<file path="src/rtl/win_pkg.sv">
// Shared encodings and helpers for the 3x3 window generator and its line buffers.
package win_pkg;

  localparam int BORDER_ZERO = 0;
  localparam int BORDER_REPL = 1;

  typedef enum logic [1:0] {
    ST_IDLE  = 2'd0,
    ST_RUN   = 2'd1,
    ST_FLUSH = 2'd2
  } state_t;

  function automatic int clog2(input int value);
    int width;
    width = 1;
    while ((1 << width) < value) width++;
    return width;
  endfunction

endpackage

</file>
<file path="src/rtl/get_3x3_window_ram_line_buffer.sv">
// One-line delay built on an inferred simple dual-port RAM; dout is the pixel
// accepted DEPTH clken cycles earlier, valid before the next clken edge.
module line_buffer_ram
  import win_pkg::*;
#(
  parameter int DATA_W = 1,
  parameter int DEPTH  = 1024
) (
  input  logic              clk,
  input  logic              rst,
  input  logic              clken,
  input  logic [DATA_W-1:0] din,
  output logic [DATA_W-1:0] dout
);

  localparam int AW = clog2(DEPTH);

  logic [DATA_W-1:0] mem [DEPTH];
  logic [AW-1:0]     addr;
  logic [AW-1:0]     addr_nxt;
  logic [AW-1:0]     rd_addr;

  // Read one slot ahead so the oldest entry is already registered when the
  // next pixel arrives, however long the gap between accepts.
  always_comb begin
    addr_nxt = (addr == AW'(DEPTH - 1)) ? '0 : addr + AW'(1);
    rd_addr  = clken ? addr_nxt : addr;
  end

  always_ff @(posedge clk) begin
    if (clken) mem[addr] <= din;
  end

  always_ff @(posedge clk) begin
    if (rst) begin
      addr <= '0;
      dout <= '0;
    end else begin
      dout <= mem[rd_addr];
      if (clken) addr <= addr_nxt;
    end
  end

endmodule

</file>
<file path="src/rtl/get_3x3_window_ram.sv">
// Raster-order 3x3 window generator with border fill, frame resync and an
// end-of-frame flush that drains the last IMG_W+1 windows.
//   state    | meaning
//   ST_IDLE  | waiting for din_sof, other pixels ignored
//   ST_RUN   | accepting frame pixels
//   ST_FLUSH | injecting IMG_W+1 zero pixels, busy=1
module get_3x3_window_ram
  import win_pkg::*;
#(
  parameter int DATA_W      = 1,
  parameter int IMG_W       = 1024,
  parameter int IMG_H       = 768,
  parameter int BORDER_MODE = BORDER_ZERO
) (
  input  logic              clk,
  input  logic              rst,
  input  logic              din_en,
  input  logic [DATA_W-1:0] din_data,
  input  logic              din_sof,
  output logic              dout_en,
  output logic              dout_sof,
  output logic              dout_eol,
  output logic [DATA_W-1:0] p11, p12, p13,
  output logic [DATA_W-1:0] p21, p22, p23,
  output logic [DATA_W-1:0] p31, p32, p33,
  output logic              busy,
  output logic              err_ovf
);

  localparam int CW = clog2(IMG_W);
  localparam int RW = clog2(IMG_H + 2);
  localparam int FW = clog2(IMG_W + 1);

  state_t            state, state_nxt;
  logic [CW-1:0]     col_in, pos_col, cc;
  logic [RW-1:0]     row_in, pos_row, cr;
  logic [FW-1:0]     fl_cnt;
  logic              sof_acc, run_acc, flush_acc, acc, last_col, win_ok;
  logic              top, bot, left, right;
  logic [DATA_W-1:0] pix, lb1_q, lb2_q;
  logic [DATA_W-1:0] w  [3][3];
  logic [DATA_W-1:0] nw [3][3];
  logic [DATA_W-1:0] m  [3][3];

  line_buffer_ram #(.DATA_W(DATA_W), .DEPTH(IMG_W)) u_lb1 (
    .clk(clk), .rst(rst), .clken(acc), .din(pix), .dout(lb1_q)
  );

  line_buffer_ram #(.DATA_W(DATA_W), .DEPTH(IMG_W)) u_lb2 (
    .clk(clk), .rst(rst), .clken(acc), .din(lb1_q), .dout(lb2_q)
  );

  always_comb begin
    sof_acc   = din_en & din_sof;
    run_acc   = (state == ST_RUN) & din_en & ~din_sof;
    flush_acc = (state == ST_FLUSH) & ~sof_acc;
    acc       = sof_acc | run_acc | flush_acc;
    pix       = flush_acc ? '0 : din_data;
    pos_col   = sof_acc ? '0 : col_in;
    pos_row   = sof_acc ? '0 : row_in;
    last_col  = (pos_col == CW'(IMG_W - 1));
    win_ok    = acc & ((pos_row >= RW'(2)) | ((pos_row == RW'(1)) & (pos_col != '0)));
    // Centre lags the incoming pixel by one line plus one pixel.
    cc        = (pos_col == '0) ? CW'(IMG_W - 1) : pos_col - CW'(1);
    cr        = (pos_col == '0) ? pos_row - RW'(2) : pos_row - RW'(1);
    top       = (cr == '0);
    bot       = (cr == RW'(IMG_H - 1));
    left      = (cc == '0);
    right     = (cc == CW'(IMG_W - 1));

    state_nxt = state;
    case (state)
      ST_IDLE:  if (sof_acc) state_nxt = ST_RUN;
      ST_RUN: begin
        if (sof_acc) state_nxt = ST_RUN;
        else if (run_acc && last_col && pos_row == RW'(IMG_H - 1)) state_nxt = ST_FLUSH;
      end
      ST_FLUSH: begin
        if (sof_acc) state_nxt = ST_RUN;
        else if (fl_cnt == '0) state_nxt = ST_IDLE;
      end
      default:  state_nxt = ST_IDLE;
    endcase
  end

  always_comb begin
    for (int r = 0; r < 3; r++) begin
      nw[r][0] = w[r][1];
      nw[r][1] = w[r][2];
    end
    nw[0][2] = lb2_q;
    nw[1][2] = lb1_q;
    nw[2][2] = pix;

    for (int r = 0; r < 3; r++)
      for (int c = 0; c < 3; c++)
        m[r][c] = nw[r][c];

    // Rows are clamped before columns so corners pick up the centre-row pixel.
    if (BORDER_MODE == BORDER_REPL) begin
      if (top) for (int c = 0; c < 3; c++) m[0][c] = m[1][c];
      if (bot) for (int c = 0; c < 3; c++) m[2][c] = m[1][c];
      if (left)  for (int r = 0; r < 3; r++) m[r][0] = m[r][1];
      if (right) for (int r = 0; r < 3; r++) m[r][2] = m[r][1];
    end else begin
      if (top) for (int c = 0; c < 3; c++) m[0][c] = '0;
      if (bot) for (int c = 0; c < 3; c++) m[2][c] = '0;
      if (left)  for (int r = 0; r < 3; r++) m[r][0] = '0;
      if (right) for (int r = 0; r < 3; r++) m[r][2] = '0;
    end
  end

  always_ff @(posedge clk) begin
    if (rst) begin
      state    <= ST_IDLE;
      col_in   <= '0;
      row_in   <= '0;
      fl_cnt   <= '0;
      busy     <= 1'b0;
      err_ovf  <= 1'b0;
      dout_en  <= 1'b0;
      dout_sof <= 1'b0;
      dout_eol <= 1'b0;
      {p11, p12, p13, p21, p22, p23, p31, p32, p33} <= '0;
      for (int r = 0; r < 3; r++)
        for (int c = 0; c < 3; c++)
          w[r][c] <= '0;
    end else begin
      state <= state_nxt;
      busy  <= (state_nxt == ST_FLUSH);
      if (din_en && state == ST_FLUSH) err_ovf <= 1'b1;

      if (acc) begin
        col_in <= last_col ? '0 : pos_col + CW'(1);
        row_in <= last_col ? pos_row + RW'(1) : pos_row;
        w      <= nw;
      end

      if (state == ST_RUN && state_nxt == ST_FLUSH) fl_cnt <= FW'(IMG_W);
      else if (flush_acc && fl_cnt != '0)           fl_cnt <= fl_cnt - FW'(1);

      dout_en  <= win_ok;
      dout_sof <= win_ok & top & left;
      dout_eol <= win_ok & right;
      if (win_ok) begin
        {p11, p12, p13} <= {m[0][0], m[0][1], m[0][2]};
        {p21, p22, p23} <= {m[1][0], m[1][1], m[1][2]};
        {p31, p32, p33} <= {m[2][0], m[2][1], m[2][2]};
      end
    end
  end

endmodule

</file>
<file path="config.mk">
export PLATFORM = sky130hd
export DESIGN_NAME = get_3x3_window_ram
export DESIGN_NICKNAME = d
export VERILOG_FILES = /design/src/rtl/win_pkg.sv /design/src/rtl/get_3x3_window_ram_line_buffer.sv /design/src/rtl/get_3x3_window_ram.sv
export SDC_FILE = /design/constraint.sdc
export NUM_CORES = 2
export LEC_CHECK = 0
export BUFFER_PORTS_ARGS = -buffer_cell sky130_fd_sc_hd__buf_2
export CORE_ASPECT_RATIO = 0.7
export CORE_MARGIN = 5
export CORE_UTILIZATION = 30
export DETAILED_ROUTE_END_ITERATION = 8
export SETUP_SLACK_MARGIN = 0.5
export SYNTH_ARGS = -nofsm -noshare
export SYNTH_HDL_FRONTEND = slang
export SYNTH_SLANG_ARGS = --single-unit
</file>
<file path="constraint.sdc">
create_clock -name clk -period 17.9 [get_ports clk]
set_input_delay 3.58 -clock clk [delete_from_list [all_inputs] [get_ports clk]]
set_output_delay 3.58 -clock clk [all_outputs]
set_load 0.01 [all_outputs]
</file>
**Yosys cells after proc, flatten, opt, wreduce, memory -nomap -nowiden**

Memories as Yosys holds them, arrays and structs flattened. A register that Yosys moved wholly into a read port is not among the register bits.
Cells that the tools add are included.

- Bits in writable memories: 2048
- Output and inout bits: 14
- Bits in registers: 73
- Memories: 2
- Logic and storage cells: 105

Memories:

| name | words | bits a word | rd ports | clocked after Yosys merged registers in | write ports | line | source |
|---|---|---|---|---|---|---|---|
| u_lb1.mem | 1024 | 1 | 1 | 1 | 1 | get_3x3_window_ram_line_buffer.sv:18 | `logic [DATA_W-1:0] mem [DEPTH];` |
| u_lb2.mem | 1024 | 1 | 1 | 1 | 1 | get_3x3_window_ram_line_buffer.sv:18 |  |

- Add/subtract/negate cells: 8
- Reductions and logical operators: 14
- Equal/unequal tests: 10
- Multiplexer cells: 29
- Bitwise operators: 14
- Magnitude comparators: 1

Operators with widths:

| kind | count |
|---|---|
| $mux W10 | 10 |
| $eq A10 B10 Y1 const B | 6 |
| $add A10 B1 Y10 const B | 4 |
| $logic_not A10 Y1 | 3 |
| $mux W11 | 2 |
| $sub A10 B1 Y10 const B | 2 |
| $logic_not A11 Y1 | 1 |
| $reduce_bool A11 Y1 | 1 |
| $sub A11 B1 Y11 const B | 1 |
| $eq A10 B1 Y1 const B | 1 |
| $ge A10 B2 Y1 const B | 1 |
| $mux W2 | 5 |
| $reduce_bool A10 Y1 | 1 |
| $sub A10 B2 Y10 const B | 1 |
| $and A1 B1 Y1 | 9 |
| $mux W1 | 9 |
| $mux W3 | 2 |
| $pmux W2 S3 | 1 |
| $logic_and A1 B1 Y1 | 5 |
| $eq A2 B2 Y1 const B | 2 |
| $or A1 B1 Y1 | 3 |
| $eq A2 B1 Y1 const B | 1 |
| $logic_not A2 Y1 | 1 |
| $not A1 Y1 | 2 |
| other kinds (2) | 2 |

**Logic depth before layout (Yosys ltp)**

- Word-level depth: 11
- Gate-level depth with buffers: 19
- Gate-level depth less buffers: 13

**Cells and area by module**

Synthesis repeated with hierarchy kept, for this count alone.

- Cell total of the unflattened synthesis: 8514
- Area, all modules: 96809.1 µm²

By module, submodules not included:

| module | area each (µm²) | cells each | instances | seq. area each (µm²) |
|---|---|---|---|---|
| line_buffer_ram at u_lb1 | 47506.8 | 4101 | 1 | 30969.7 |
| line_buffer_ram at u_lb2 | 46042.9 | 4002 | 1 | 30969.7 |
| get_3x3_window_ram | 3259.4 | 411 | 1 | 1061.0 |

**Worst setup path after synthesis**

OpenSTA, ideal clock, no wires.

- Kind: input to register
- Start point: input port din_en
- End point: memory u_lb1.mem[0], data pin
- Library setup time: 2477 ps
- Cell stages on the path: 6
- Setup slack: -59 ps
- Path buffers: 3
- Data arrival time: 15482 ps
- Path through: and2_1 -> buf_6 -> clkbuf_1 -> clkbuf_1 -> o21ai_0 -> inv_1

RTL lines:

| what | line | source |
|---|---|---|
| start, declared | get_3x3_window_ram.sv:17 | `input logic din_en,` |
| end, declared | get_3x3_window_ram_line_buffer.sv:18 |  |

**Final worst setup path**

- Start point: input port din_en
- End point: register u_lb2.dout, read port of u_lb2.mem

- Word-level cells in the longest chain between the ends: 5
- Elaborated cells on any way between the ends: 8

Ends and longest elaborated chain:

| what | line | source |
|---|---|---|
| $and A1 B1 Y1, on equally long branches | get_3x3_window_ram.sv:55, get_3x3_window_ram.sv:54 |  |
| $and A1 B1 Y1 or $not A1 Y1 (tied branches) | get_3x3_window_ram.sv:55, get_3x3_window_ram.sv:56 |  |
| $or A1 B1 Y1 or $and A1 B1 Y1 (tied branches) | get_3x3_window_ram.sv:57, get_3x3_window_ram.sv:56 |  |
| $or A1 B1 Y1 (*) | get_3x3_window_ram.sv:57 | `acc = sof_acc \| run_acc \| flush_acc;` |
| $mux W10 (*) | get_3x3_window_ram_line_buffer.sv:27 | `rd_addr = clken ? addr_nxt : addr;` |
| end, declared | get_3x3_window_ram_line_buffer.sv:13 | `output logic [DATA_W-1:0] dout` |

Mark *: on every way between the ends. The rest lies on a longest branch, timed or not.
A chain may end at the register's enable or synchronous reset.

==> impl_metrics.toml <==
[global_route]
track_usage = 0.185
antenna_found_initial = 13
grt_max_degree = 339
grt_pass1_vias = 64900
grt-ovfl-total = 0
grt_pass1_wl_mm = 454

[die]
fp-row-count = 173
dieArea_sq_um = 329000
die_w_microns = 684
start_util = 0.301
ios = 19
core_area_sq_um = 317000
die_h_microns = 481

[clocking]
tritoncts = "done"
clk_pin_slew_ns = 0.06
post_cts_resized = 0
clockBufferDepth = 4
cts_buffers = 222
h-tree-depth = 4
ctsHoldBuffers = 0
clock-root-buffer = "clkbuf_16"
clock_latency_ns = 0.91
cts.sinks = 2123
cts_setup_buffers = 0

[layout]
area_growth_pct = 11.5
drive_gt1_frac = 0.0924
fin_area_sq_um = 106000
num-fill-cells = 31400
nets = 8054
register_area_sq_um = 63000
multi_input_area_sq_um = 29200

[setup_path]
cp.required_ns = 18.58
path_max_fanout = 144
cp-start-kind = "primary input"
critical_path_class = "primary input to flip-flop"
cp.arrival_ns = 9.54
cp-end-kind = "flip-flop"

[sta]
rsz0062_at_grt = "false"
slew_violations = 182
fmax_ghz = 0.113
finalHoldViolCount = 0
relSlewSlack = -0.120
worst_pin_slew_ns = 1.68
period_share = 0.495
fin_setup_tns_ns = 0
hold_ws_ns = 0.464
fin_crit_ns = 8.86
final-setup-viol-count = 0
clock_skew_ns = 0.111

[logic_synthesis]
synth.area.mux_share = 0.0512
ys_seq_elements = 2123
synthTopCellsByArea = "edfxtp_1, nor2_1, nand2_1, mux2i_1, mux4_2"
synth_area_sq_um = 95300
synth_top_cell_by_area = "edfxtp_1"
postSynthNetCount = 8397
synthAdderAreaFrac = 0.00276
synth_edf_count = 2048
yosys_warnings = 0
yosys.area.top_type_share = 0.646
synth_flop_cell = "edfxtp_1"
syn_inst = 8371
synth_cell_types = 97
synth_xor_area_frac = 0.00401
async_flop_share = 0
ys_seq_area_frac = 0.661
synth-simple-area-share = 0.176
synth_top_family_by_area = "simple AND/OR/NAND/NOR gates"
synth_compound_area_frac = 0.0677
syn_area_per_cell_sq_um = 11.4

[place]
port_buffers = 18
gp_congestion = 0.867
place_area_sq_um = 99200
dp_hpwl_mm = 170

[job]
maxCapViolCount = 0

[route]
drtIter0Drc = 11400
drc = 0
routed_wl_mm = 319
top_layer_used = "met4"
final_antenna_net_count = 0
vias_per_cell = 5.58
dr_wl_met3_mm = 42.3
drt_first_pass_iters = 7
wl_met2_mm = 134
wl_met1_mm = 130
wire_per_inst_microns = 25.7
via_count = 69200

[power]
leakage_nw = 32.9
ir_drop_mv = 0.0805
powerDensity_nw_per_um2 = 102

[status]
status = "complete, but fails checks"
violations = "slew limit"

[hold_path]
hp-class = "flip-flop to flip-flop"
[report_power, final]
| part | total, mW | switching (mW) | internal, mW |
|---|---|---|---|
| Clock | 4.53 | 1.97 | 2.56 |
| Sequential | 5.51 | 0.0120 | 5.50 |
| Combinational | 0.800 | 0.570 | 0.230 |
[worst paths after layout]
check,cells past startpoint,from,slack [ns],endpoint
max,17,din_en,9.04,u_lb2.dout
min,2,nw[5],0.46,nw[5]
max reg2reg,18,u_lb2.addr[0],10.86,u_lb2.dout
min reg2reg,2,nw[5],0.46,nw[5]
[metal layers]
metal | up-vias | track usage
met3 | 665 | 0.0484
met2 | 4462 | 0.271
met4 | 0 | 0.0680
li1 | 29200 | -
met1 | 34900 | 0.263
met5 | - | 0
[cell families after synthesis]
family	count (synthesis)
buf+inv	801
compound gates	928
xor+xnor	41
fa+ha+maj	21
flops	2123
mux	363
simple gates	4094
[placed cells by master, fill, tap and decap left out, types with 12 or more instances in the layout]
cell type,count
clkbuf_1,42
inv_1,20
nor2b_1,16
o31ai_1,15
a32oi_1,73
a211oi_1,37
bufinv_16,17
nor3_1,77
xor2_1,17
a221oi_1,52
clkbuf_16,225
nor2_1,2145
a221o_1,14
clkinv_2,41
nand3_2,16
o211ai_1,24
ha_1,21
mux2i_1,256
o22ai_1,25
a311oi_1,30
and3_1,57
edfxtp_1,2048
dfxtp_1,73
mux4_2,99
buf_2,18
o2111ai_1,14
xnor2_1,16
o21ai_0,67
or3_2,18
nor4_1,28
a22oi_1,90
buf_4,185
and2_1,12
nand2_4,14
a21oi_1,255
nand2_1,1181
nand4_1,70
a31oi_1,106
clkinv_1,51
nand3_1,371
[flip-flops by register name (all words and copies together) (netlist names), 2 cells and up]
register and cells:
row_in 10, nw 5, u_lb2.addr 10, u_lb1.mem 1024
fl_cnt 11, u_lb1.addr 10, state 2, u_lb2.mem 1024
col_in 10
[Yosys cell counts, drive strengths merged (52+ instances only)]
| cell type | count |
|---|---|
| nand2 | 1204 |
| dfxtp | 75 |
| clkbuf | 495 |
| and3 | 57 |
| o21ai | 79 |
| nand4 | 70 |
| a21oi | 258 |
| buf | 284 |
| a221oi | 52 |
| nor2 | 2157 |
| a32oi | 73 |
| edfxtp | 2048 |
| mux2i | 256 |
| nor3 | 80 |
| nand3 | 389 |
| a22oi | 91 |
| mux4 | 99 |
| a31oi | 109 |
[worst max-delay path: stages]
cell	delay [ns]
buf_2	0.21
nand2_2	0.10
buf_4	0.44
a31oi_4	0.20
a21oi_4	0.21
buf_12	0.53
buf_4	0.89
buf_4	0.81
mux2i_1	0.32
a22oi_1	0.13
a22oi_1	0.47
o21ai_0	0.19
nor4bb_1	0.54
buf_4	0.21
a2111oi_1	0.05
a211oi_1	0.44
nor4_2	0.10
[cell type report]
cell class / count / share of cell area
repair buffers: 212 / 0.0156
diodes: 4 / 0.0000943
clock buffers: 275 / 0.0555
well taps: 4200 / 0.0495
flip-flops and latches: 2123 / 0.593
inverters: 22 / 0.000813
clock inverters: 124 / 0.00993
multi-input cells: 5447 / 0.275
[through the flow]
step                      instances  power (mW)  worst slack, ns   util
after floorplan                8371        6.27             2.32      -
after detailed placement      12000        6.40             8.38  0.313
after global routing          12400        11.1             8.91  0.335
final                         12400        10.8             9.04  0.335
after CTS                     12400        10.9             9.21  0.335
after global placement        12000        6.38             8.34  0.313
(Power assumes the default switching activity.)
